$ cat config.mk
export PLATFORM = sky130hd
export DESIGN_NAME = cpu_run_controller
export DESIGN_NICKNAME = d
export VERILOG_FILES = /design/src/rtl/cpu_ctrl_pkg.sv /design/src/rtl/sat_counter.sv /design/src/rtl/cpu_run_controller.sv
export SDC_FILE = /design/constraint.sdc
export NUM_CORES = 1
export LEC_CHECK = 0
export CAP_MARGIN = 15
export CORE_MARGIN = 5
export CORE_UTILIZATION = 40
export DETAILED_ROUTE_END_ITERATION = 12
export PLACE_DENSITY = 0.84
export SLEW_MARGIN = 30
export SYNTH_ARGS = -nofsm -noshare
export SYNTH_HDL_FRONTEND = slang
export SYNTH_HIERARCHICAL = 1
export SYNTH_SLANG_ARGS = --single-unit
$ cat constraint.sdc
create_clock -name clk -period 1.5 [get_ports clk]
set_input_delay 0.225 -clock clk [delete_from_list [all_inputs] [get_ports clk]]
set_output_delay 0.225 -clock clk [all_outputs]
set_load 0.02 [all_outputs]
$ cat src/rtl/cpu_ctrl_pkg.sv
// Shared types and default widths for the CPU run/halt/step controller.
package cpu_ctrl_pkg;

    localparam int PC_W_DEF  = 8;
    localparam int CNT_W_DEF = 16;

    typedef enum logic [1:0] {
        HOLD = 2'd0,
        HALT = 2'd1,
        RUN  = 2'd2,
        STEP = 2'd3
    } run_state_t;

    // The core clock is enabled only while free running or single stepping.
    function automatic logic enables_core(input run_state_t s);
        return (s == RUN) || (s == STEP);
    endfunction

endpackage

$ cat src/rtl/sat_counter.sv
// Saturating up-counter with synchronous clear; clear wins over increment.
module sat_counter #(
    parameter int W = 16
) (
    input  logic         clk,
    input  logic         reset,
    input  logic         clr,
    input  logic         inc,
    output logic [W-1:0] count
);

    logic [W-1:0] count_r;

    // Count register: clear has priority, increment stops at all-ones.
    always_ff @(posedge clk) begin
        if (reset) begin
            count_r <= {W{1'b0}};
        end else if (clr) begin
            count_r <= {W{1'b0}};
        end else if (inc && (count_r != {W{1'b1}})) begin
            count_r <= count_r + W'(1);
        end else begin
            count_r <= count_r;
        end
    end

    assign count = count_r;

endmodule

$ cat src/rtl/cpu_run_controller.sv
// Run/halt/single-step sequencer: owns the core reset and clock enable,
// handles host commands and a PC breakpoint, and counts executed cycles.
module cpu_run_controller
    import cpu_ctrl_pkg::*;
#(
    parameter int PC_W        = PC_W_DEF,
    parameter int CNT_W       = CNT_W_DEF,
    parameter int HOLD_CYCLES = 2,
    parameter int AUTO_RUN    = 0
) (
    input  logic             clk,
    input  logic             reset,
    input  logic             run_cmd,
    input  logic             halt_cmd,
    input  logic             step_cmd,
    input  logic             soft_reset_cmd,
    input  logic             clr_count,
    input  logic             bp_enable,
    input  logic [PC_W-1:0]  bp_addr,
    input  logic [PC_W-1:0]  pc,
    output logic             cpu_reset,
    output logic             cpu_run_en,
    output logic [1:0]       state,
    output logic             halted,
    output logic             break_hit,
    output logic [CNT_W-1:0] cycle_count
);

    localparam int HOLD_W = (HOLD_CYCLES > 1) ? $clog2(HOLD_CYCLES) : 1;
    localparam logic [HOLD_W-1:0] HOLD_RELOAD = HOLD_W'(HOLD_CYCLES - 1);

    run_state_t        state_r;
    run_state_t        state_nxt_s;
    logic [HOLD_W-1:0] hold_cnt_r;
    logic [HOLD_W-1:0] hold_cnt_nxt_s;
    logic              break_hit_r;
    logic              break_hit_nxt_s;
    logic              first_run_r;
    logic              first_run_nxt_s;
    logic              bp_match_s;
    logic              cpu_reset_s;
    logic              cpu_run_en_s;
    logic              halted_s;

    // State register and sequencing flags.
    always_ff @(posedge clk) begin
        if (reset) begin
            state_r     <= HOLD;
            hold_cnt_r  <= HOLD_RELOAD;
            break_hit_r <= 1'b0;
            first_run_r <= 1'b0;
        end else begin
            state_r     <= state_nxt_s;
            hold_cnt_r  <= hold_cnt_nxt_s;
            break_hit_r <= break_hit_nxt_s;
            first_run_r <= first_run_nxt_s;
        end
    end

    // Next-state decode; soft reset overrides every other command.
    always_comb begin
        state_nxt_s     = state_r;
        hold_cnt_nxt_s  = hold_cnt_r;
        break_hit_nxt_s = break_hit_r;
        bp_match_s      = 1'b0;
        if (soft_reset_cmd) begin
            state_nxt_s     = HOLD;
            hold_cnt_nxt_s  = HOLD_RELOAD;
            break_hit_nxt_s = 1'b0;
        end else begin
            case (state_r)
                HOLD: begin
                    if (hold_cnt_r == {HOLD_W{1'b0}}) begin
                        state_nxt_s     = (AUTO_RUN != 0) ? RUN : HALT;
                        break_hit_nxt_s = 1'b0;
                    end else begin
                        hold_cnt_nxt_s = hold_cnt_r - HOLD_W'(1);
                    end
                end
                HALT: begin
                    if (halt_cmd) begin
                        state_nxt_s = HALT;
                    end else if (step_cmd) begin
                        state_nxt_s     = STEP;
                        break_hit_nxt_s = 1'b0;
                    end else if (run_cmd) begin
                        state_nxt_s     = RUN;
                        break_hit_nxt_s = 1'b0;
                    end else begin
                        state_nxt_s = HALT;
                    end
                end
                STEP: begin
                    state_nxt_s = HALT;
                end
                RUN: begin
                    // Skipping the first RUN cycle lets the core resume from the breakpoint address.
                    bp_match_s = bp_enable && (pc == bp_addr) && !first_run_r;
                    if (bp_match_s) begin
                        state_nxt_s     = HALT;
                        break_hit_nxt_s = 1'b1;
                    end else if (halt_cmd) begin
                        state_nxt_s = HALT;
                    end else begin
                        state_nxt_s = RUN;
                    end
                end
                default: begin
                    state_nxt_s    = HOLD;
                    hold_cnt_nxt_s = HOLD_RELOAD;
                end
            endcase
        end
        first_run_nxt_s = (state_nxt_s == RUN) && (state_r != RUN);
    end

    // Output decode straight from the registered state.
    always_comb begin
        cpu_reset_s  = (state_r == HOLD);
        cpu_run_en_s = enables_core(state_r);
        halted_s     = (state_r == HALT);
    end

    assign cpu_reset  = cpu_reset_s;
    assign cpu_run_en = cpu_run_en_s;
    assign halted     = halted_s;
    assign state      = state_r;
    assign break_hit  = break_hit_r;

    sat_counter #(
        .W(CNT_W)
    ) u_cycle_counter (
        .clk  (clk),
        .reset(reset),
        .clr  (clr_count),
        .inc  (cpu_run_en_s),
        .count(cycle_count)
    );

endmodule

==> key figures, run 1 <==
Die
  • Area of the die: 4380 um2
  • Floorplan die height: 66.2 um
  • IO Pins: 46
  • Die width: 66.2 um
  • Core footprint: 3050 um2
  • Starting density of the core: 41.4%
  • Number of rows created at floorplan: 20

Timing
  • Final Worst Setup Slack: 0.0674 ns
  • Unrepaired setup endpoints after global routing: yes
  • Final hold violations: 0
  • Relative max-transition margin: 79.2%
  • Final-report max-slew violation count: 0
  • Share of the cycle needed by the critical path after routing: 95.5%
  • Setup clock skew after layout: 0.00182 ns
  • Pin slew with the least headroom to its limit: about 0.31 ns
  • Max Clock Freq: 698 MHz
  • Fin crit period: between 1 and 1.5 ns
  • Final setup violating endpoints: 0

Layout
  • Count of fill cells added during filler insertion: 257
  • Fraction of final layout cells with drive strength greater than 1: 27.5%
  • Area taken by multi-input logic gates: 841 um2
  • Nets@finish: ~230
  • Layout Utilization: 64.1%
  • N_diodes: 0
  • Area taken by flip-flops and latches: 428 um2
  • Area growth syn-to-layout: 55.1%

Clock tree
  • Num CTS Buffers: 3
  • Number of sinks handled by clock tree synthesis: 21
  • CTS tree: yes
  • Total number of H-tree levels: 1
  • Clock-pin transition on the worst setup and hold timing paths: 0.12 ns
  • Cts hold-fix bufs: 0
  • Clock latency on the worst-skew pair: 0.30 ns
  • Clock buffer depth: 2
  • Root cell of the clock tree: clkbuf_4

Power and ir drop
  • Pleak: 0.826 nW
  • Peak supply drop: about 0.32 mV
  • Sum of internal, switching and leakage power: 0.993 mW
  • Total power per unit cell area: 507 nW/um2

Setup path
  • Required time of the worst setup path: 1.75 ns
  • Critical path endpoint category: flip-flop
  • WP data arrival: 1.68 ns
  • Reg2Reg Depth: 5
  • Critical path launch point type: flip-flop
  • Worst setup path startpoint: u_cycle_counter/count[0]
  • Critical R2R Launch: u_cycle_counter/count[0]
  • Register-to-register setup slack: 0.07 ns
  • Worst flop-to-flop path endpoint: u_cycle_counter/count[10]
  • Maximum fanout along the worst path: 4
  • Critical setup path kind: reg -> reg

Yosys
  • Biggest area contributors in the synthesized netlist: dfxtp_1 33%, xor2_1 5.6%, mux2i_1 4.8%
  • Number of nets in the synthesized netlist: 166
  • Most common library cells after synthesis: 21 x dfxtp_1, 15 x nand2_1, 8 x xor2_1, 7 x a21oi_1
  • Number of enable flip-flop cells after synthesis: 0
  • Instance count of the mapped netlist: about 140
  • Yosys reg bits: 21
  • Post-synth top area share: 33.3%
  • Most used standard cell by instance count after synthesis: dfxtp_1
  • Count of synthesis-stage warnings from yosys: 6
  • Library cells used by synthesis: 48
  • Main synth FF type: dfxtp_1
  • Yosys top cell by area: dfxtp_1
  • Proportion of synthesized flip-flops having asynchronous set or reset: 0%
  • Portion of the post-synthesis area used by sequential elements: 33.3%
  • Mapped cell area: around 1300 um2
  • Avg Inst Size Synth: 8.95 um2

Placed design
  • Setup slack after placement: -0.0852 ns
  • DP Wirelength: 2750 um
  • Final Wtd Congestion: approximately 0.8
  • Number of buffers inserted by port buffering: 45

Detailed routing
  • Drt initial violations: 50
  • DRC violations left: 0
  • Ratio of routed vias to standard cells: between 5 and 6
  • Number of iterations in the first detailed-routing pass: 4
  • Antenna-violating nets left: 0
  • Routed WL per cell: roughly 14 um
  • Detailed-route wire length: between 3000 and 4000 um
  • Total vias in the final route: 1303

Hold path
  • Hold Path Stages: 2
  • Worst min-delay path category: reg -> reg
  • Endpoint of the worst hold-timing path: break_hit
  • Origin of the worst min-delay path: break_hit

Global routing
  • Grt ovf: 0
  • Global-route wire length before repair: around 5800 um
  • Vias in the first global route: 1370
  • Total track usage: 16.6%
  • Number of antenna violations at the first check in global routing: 0
  • Maximum number of pins on one net before global-route repair: 15

Status
  • Status: completed

Run
  • Max-capacitance violation count: 0
[critical path, cell delays in order (launching register included)]
cell and delay (ns):
dfxtp_2 0.37, ha_4 0.15, and4_4 0.25, nand3_2 0.10, or3_4 0.38, a21oi_2 0.13
[area by class of cell]
type,instances,area share (%)
Sequential cell,21,21.9
Tap cell,44,2.81
Clock buffer,4,1.34
Timing Repair Buffer,68,30.5
Multi-Input combinational cell,111,42.9
Inverter,3,0.575
[flip-flops by register name, summed over array words and instances (netlist names)]
signal,cells
state,2
u_cycle_counter/count,16
hold_cnt_r,1
first_run_r,1
break_hit,1
[how the worst max path moves through the flow]
| stage | endpoint | cells past startpoint |
|---|---|---|
| floorplan | u_cycle_counter/count[12] | 6 |
| detailed placement | state[1] | 5 |
| global placement | state[1] | 5 |
| CTS | halted | 2 |
| finish | u_cycle_counter/count[10] | 5 |
| global route | u_cycle_counter/count[9] | 5 |
[through the flow]
step / instances / TNS, ns / cell area (um2) / hold slack, ns
floorplan: 141 / 0 / 1280 / 0.331
global placement: 243 / -0.0337 / 1870 / 0.464
detailed placement: 243 / -0.179 / 1870 / 0.476
CTS: 250 / 0 / 1900 / 0.490
global route: 251 / -0.0497 / 1960 / 0.519
finish: 251 / 0 / 1960 / 0.491
[routing by layer]
layer / vias up / wire length (um) / track usage (%)
met3: 0 / 126 / 2.72
met5: - / 0 / 0
met2: 36 / 1890 / 32.0
met1: 607 / 1540 / 18.5
li1: 660 / - / -
met4: 0 / 0 / 4.31
[report_power, final]
group / internal, mW / switching, mW / leakage (nW)
Clock: 0.104 / 0.172 / 0.0150
Combinational: 0.0926 / 0.0624 / 0.639
Sequential: 0.559 / 0.00365 / 0.172
[cells by family (layout without fill, tap and decap cells)]
kind of cell,count (synthesis),count (layout),synth area share [%]
flip-flops,21,21,33.3
AO/OA/AOI/OAI,35,35,19.0
buffers and inverters,9,75,4.56
AND/OR/NAND/NOR,61,61,31.8
adder cells (fa/ha/maj),1,1,0.991
multiplexers,6,6,4.76
XOR/XNOR,8,8,5.55
[cell usage in the layout, fill, tap and decap left out, types with 4 or more instances in the layout]
| cell | synthesis | final |
|---|---|---|
| nand2_1 | 15 | 15 |
| a31oi_1 | 6 | 6 |
| xor2_1 | 8 | 8 |
| clkdlybuf4s50_1 | 0 | 23 |
| a211oi_2 | 1 | 4 |
| a21oi_1 | 7 | 6 |
| nand4_1 | 4 | 4 |
| buf_4 | 1 | 23 |
| mux2i_1 | 6 | 6 |
| o21ai_0 | 6 | 6 |
| dfxtp_1 | 21 | 17 |
| dlygate4sd2_1 | 0 | 21 |
| nor2_1 | 6 | 6 |
[what timing repair did]
item | in CTS | in global routing
resized for setup | 25 | 12
pin swaps | 1 | 2
setup endpoints to repair | 26 | 10
gates cloned | 0 | 0
setup buffers | 3 | 1
Note: power is estimated with default switching activity, not from simulation.
==> run 2, diff against run 1 <==
--- a/config.mk
+++ b/config.mk
@@ -6,8 +6,10 @@
 export NUM_CORES = 1
 export LEC_CHECK = 0
 export CAP_MARGIN = 15
+export CELL_PAD_IN_SITES_DETAIL_PLACEMENT = 2
+export CELL_PAD_IN_SITES_GLOBAL_PLACEMENT = 2
 export CORE_MARGIN = 5
-export CORE_UTILIZATION = 40
+export CORE_UTILIZATION = 23
 export DETAILED_ROUTE_END_ITERATION = 12
 export PLACE_DENSITY = 0.84
 export SLEW_MARGIN = 30
==> run 2 against run 1 <==
  * Via count up 3.7%
  * Critical path depth is 4 lower
  * Largest cell class unchanged
  * Largest power group unchanged
  * Hold slack gained 0.0034 ns
==> key figures, run 2 (same netlist as run 1, synthesis figures left out) <==
Detailed routing
  • Number of iterations in the first detailed-routing pass: 4 (unchanged)
  • Routed WL per cell: 16.5 um (+17%)
  • Ratio of routed vias to standard cells: 4.86 (-6.4%)
  • Total vias in the final route: 1351 (+3.7%)
  • Detailed-route wire length: 4590 um (+29%)
  • Drt initial violations: 41 (-18%)
  • DRC violations left: 0 (unchanged)
  • Antenna-violating nets left: 0 (unchanged)

Timing
  • Setup clock skew after layout: 0.00743 ns (+0.00561 ns)
  • Pin slew with the least headroom to its limit: 0.295 ns (-0.0164 ns)
  • Share of the cycle needed by the critical path after routing: 96.7% (+1.2 points)
  • Relative max-transition margin: 80.2% (+1.1 points)
  • Final-report max-slew violation count: 0 (unchanged)
  • Final hold violations: 0 (unchanged)
  • Max Clock Freq: 690 MHz (-1.2%)
  • Fin Setup TNS: 0 ns (unchanged)
  • Fin crit period: 1.45 ns (+0.0173 ns)
  • Final setup violating endpoints: 0 (unchanged)
  • Worst slack on hold paths: 0.495 ns (+0.00340 ns)

Global routing
  • Vias in the first global route: 1499 (+9.4%)
  • Number of antenna violations at the first check in global routing: 0 (unchanged)
  • Grt ovf: 0 (unchanged)
  • Total track usage: 12.7% (-3.9 points)
  • Maximum number of pins on one net before global-route repair: 15 (unchanged)
  • Global-route wire length before repair: 7360 um (+27%)

Power and ir drop
  • Total power per unit cell area: 559 nW/um2 (+10%)
  • Peak supply drop: 0.275 mV (-14%)
  • Pleak: 0.838 nW (+1.6%)

Die
  • Die width: 84.1 um (+27%)
  • Number of rows created at floorplan: 27 (+35%)
  • Starting density of the core: 23.4% (-18 points)
  • Core footprint: 5410 um2 (+77%)
  • IO Pins: 46 (unchanged)
  • Area of the die: 7070 um2 (+61%)
  • Floorplan die height: 84.1 um (+27%)

Setup path
  • Slowest stage cell, crit path: clkdlybuf4s50_1
  • Reg2Reg Depth: 5 (unchanged)
  • Critical path launch point type: flip-flop
  • Worst flop-to-flop path endpoint: u_cycle_counter/count[10]
  • Critical path endpoint category: primary output
  • Cell breakdown of the critical path: clkdlybuf4s50_1
  • Worst Path Buf+Inv: 1 (+1)
  • WP data arrival: 1.22 ns (-0.46 ns)
  • Critical setup path kind: reg -> out
  • Peak per-stage delay on the critical path: 0.61 ns (+0.23 ns)
  • Critical R2R Launch: u_cycle_counter/count[0]
  • Maximum fanout along the worst path: 3 (-1)
  • Cell depth of the worst setup path: 1 (-4)
  • Required time of the worst setup path: 1.27 ns (-0.48 ns)
  • Critical path endpoint: cycle_count[6]
  • Worst setup path startpoint: u_cycle_counter/count[6]
  • Register-to-register setup slack: 0.06 ns (about the same)
  • Cell type group with the largest total delay on the critical path: buffers and inverters

Placed design
  • Number of buffers inserted by port buffering: 45 (unchanged)
  • DP Wirelength: 3480 um (+27%)
  • Final Wtd Congestion: 0.730 (-9.9%)

Clock tree
  • Total number of H-tree levels: 1 (unchanged)
  • Number of sinks handled by clock tree synthesis: 21 (unchanged)
  • Clock-pin transition on the worst setup and hold timing paths: 0.09 ns (-0.03 ns)
  • Clock latency on the worst-skew pair: 0.27 ns (-0.03 ns)
  • Clock buffer depth: 2 (unchanged)
  • Num CTS Buffers: 3 (unchanged)
  • CTS tree: yes
  • Root cell of the clock tree: clkbuf_8

Layout
  • Commonest cells after routing, fill and taps aside: 24 x clkdlybuf4s50_1, 22 x buf_4, 19 x dlygate4sd2_1
  • Area growth syn-to-layout: 59.2%
  • Max FFs per register: 16 (unchanged)
  • Most common cell after layout, fill and taps aside: clkdlybuf4s50_1
  • N_diodes: 0 (unchanged)
  • Count of fill cells added during filler insertion: 616 (+140%)
  • Nets@finish: 232 (-0.43%)
  • Fraction of final layout cells with drive strength greater than 1: 30.1% (+2.6 points)

Run
  • Max-capacitance violation count: 0 (unchanged)

Hold path
  • Worst min-delay path category: reg -> reg

Status
  • Status: completed
-- run 2: cell count changes in the layout (fill, tap and decap cells not counted), moves of 2 or more --
cell and delta:
dfxtp_2 +4, dlygate4sd2_1 -2, clkbuf_8 +3, dfxtp_1 -5, clkbuf_4 -3
-- run 2: power by group --
part           internal [mW]  total, mW  switching, mW
Sequential             0.556      0.560        0.00363
Clock                  0.188      0.398          0.210
Combinational         0.0957      0.164         0.0687
Total                  0.840       1.12          0.283
-- run 2: routing by layer --
layer	global-route usage, %	share of wire, %	vias to the layer above
li1	-	-	651
met1	14.8	44	680
met4	4.39	0.76	0
met5	0	0	-
met3	1.38	1.9	2
met2	23.8	53	18
-- run 2: through the flow --
step | cell area (um2) | util [%] | std cells | total power [mW] | setup slack, ns
CTS | 1960 | 36.3 | 277 | 1.14 | -0.00825
floorplan | 1280 | - | 141 | 0.636 | 0.0213
finish | 2010 | 37.2 | 278 | 1.12 | 0.0500
global route | 2010 | 37.2 | 278 | 1.18 | -0.0106
detailed placement | 1920 | 35.5 | 273 | 0.741 | -0.109
global placement | 1920 | 35.5 | 273 | 0.735 | -0.0414
-- run 2: worst min-delay path by stage --
stage	start	end	slack, ns	depth (start not counted)
final	break_hit	break_hit	0.49	2
after CTS	hold_cnt_r	hold_cnt_r	0.50	2
after detailed placement	u_cycle_counter/count[0]	u_cycle_counter/count[0]	0.49	2
after floorplan	reset	hold_cnt_r	0.33	2
after global routing	break_hit	break_hit	0.53	2
after global placement	u_cycle_counter/count[0]	u_cycle_counter/count[0]	0.47	2
-- run 2: timing repair --
item | CTS | global route
resized for setup | 26 | 16
setup buffers | 0 | 1
hold buffers | 0 | 0
pin swaps | 0 | 3
setup endpoints to repair | 26 | 15
gates cloned | 0 | 0
-- run 2: final cells by class --
| cell class | instances | area [um2] | area share, % |
|---|---|---|---|
| clock buffers | 3 | 41.3 | 2.05 |
| flip-flops and latches | 21 | 437 | 21.7 |
| clock inverters | 1 | 7.51 | 0.374 |
| inverters | 3 | 11.3 | 0.560 |
| multi-input cells | 111 | 833 | 41.5 |
| well taps | 72 | 90.1 | 4.48 |
| repair buffers | 67 | 589 | 29.3 |
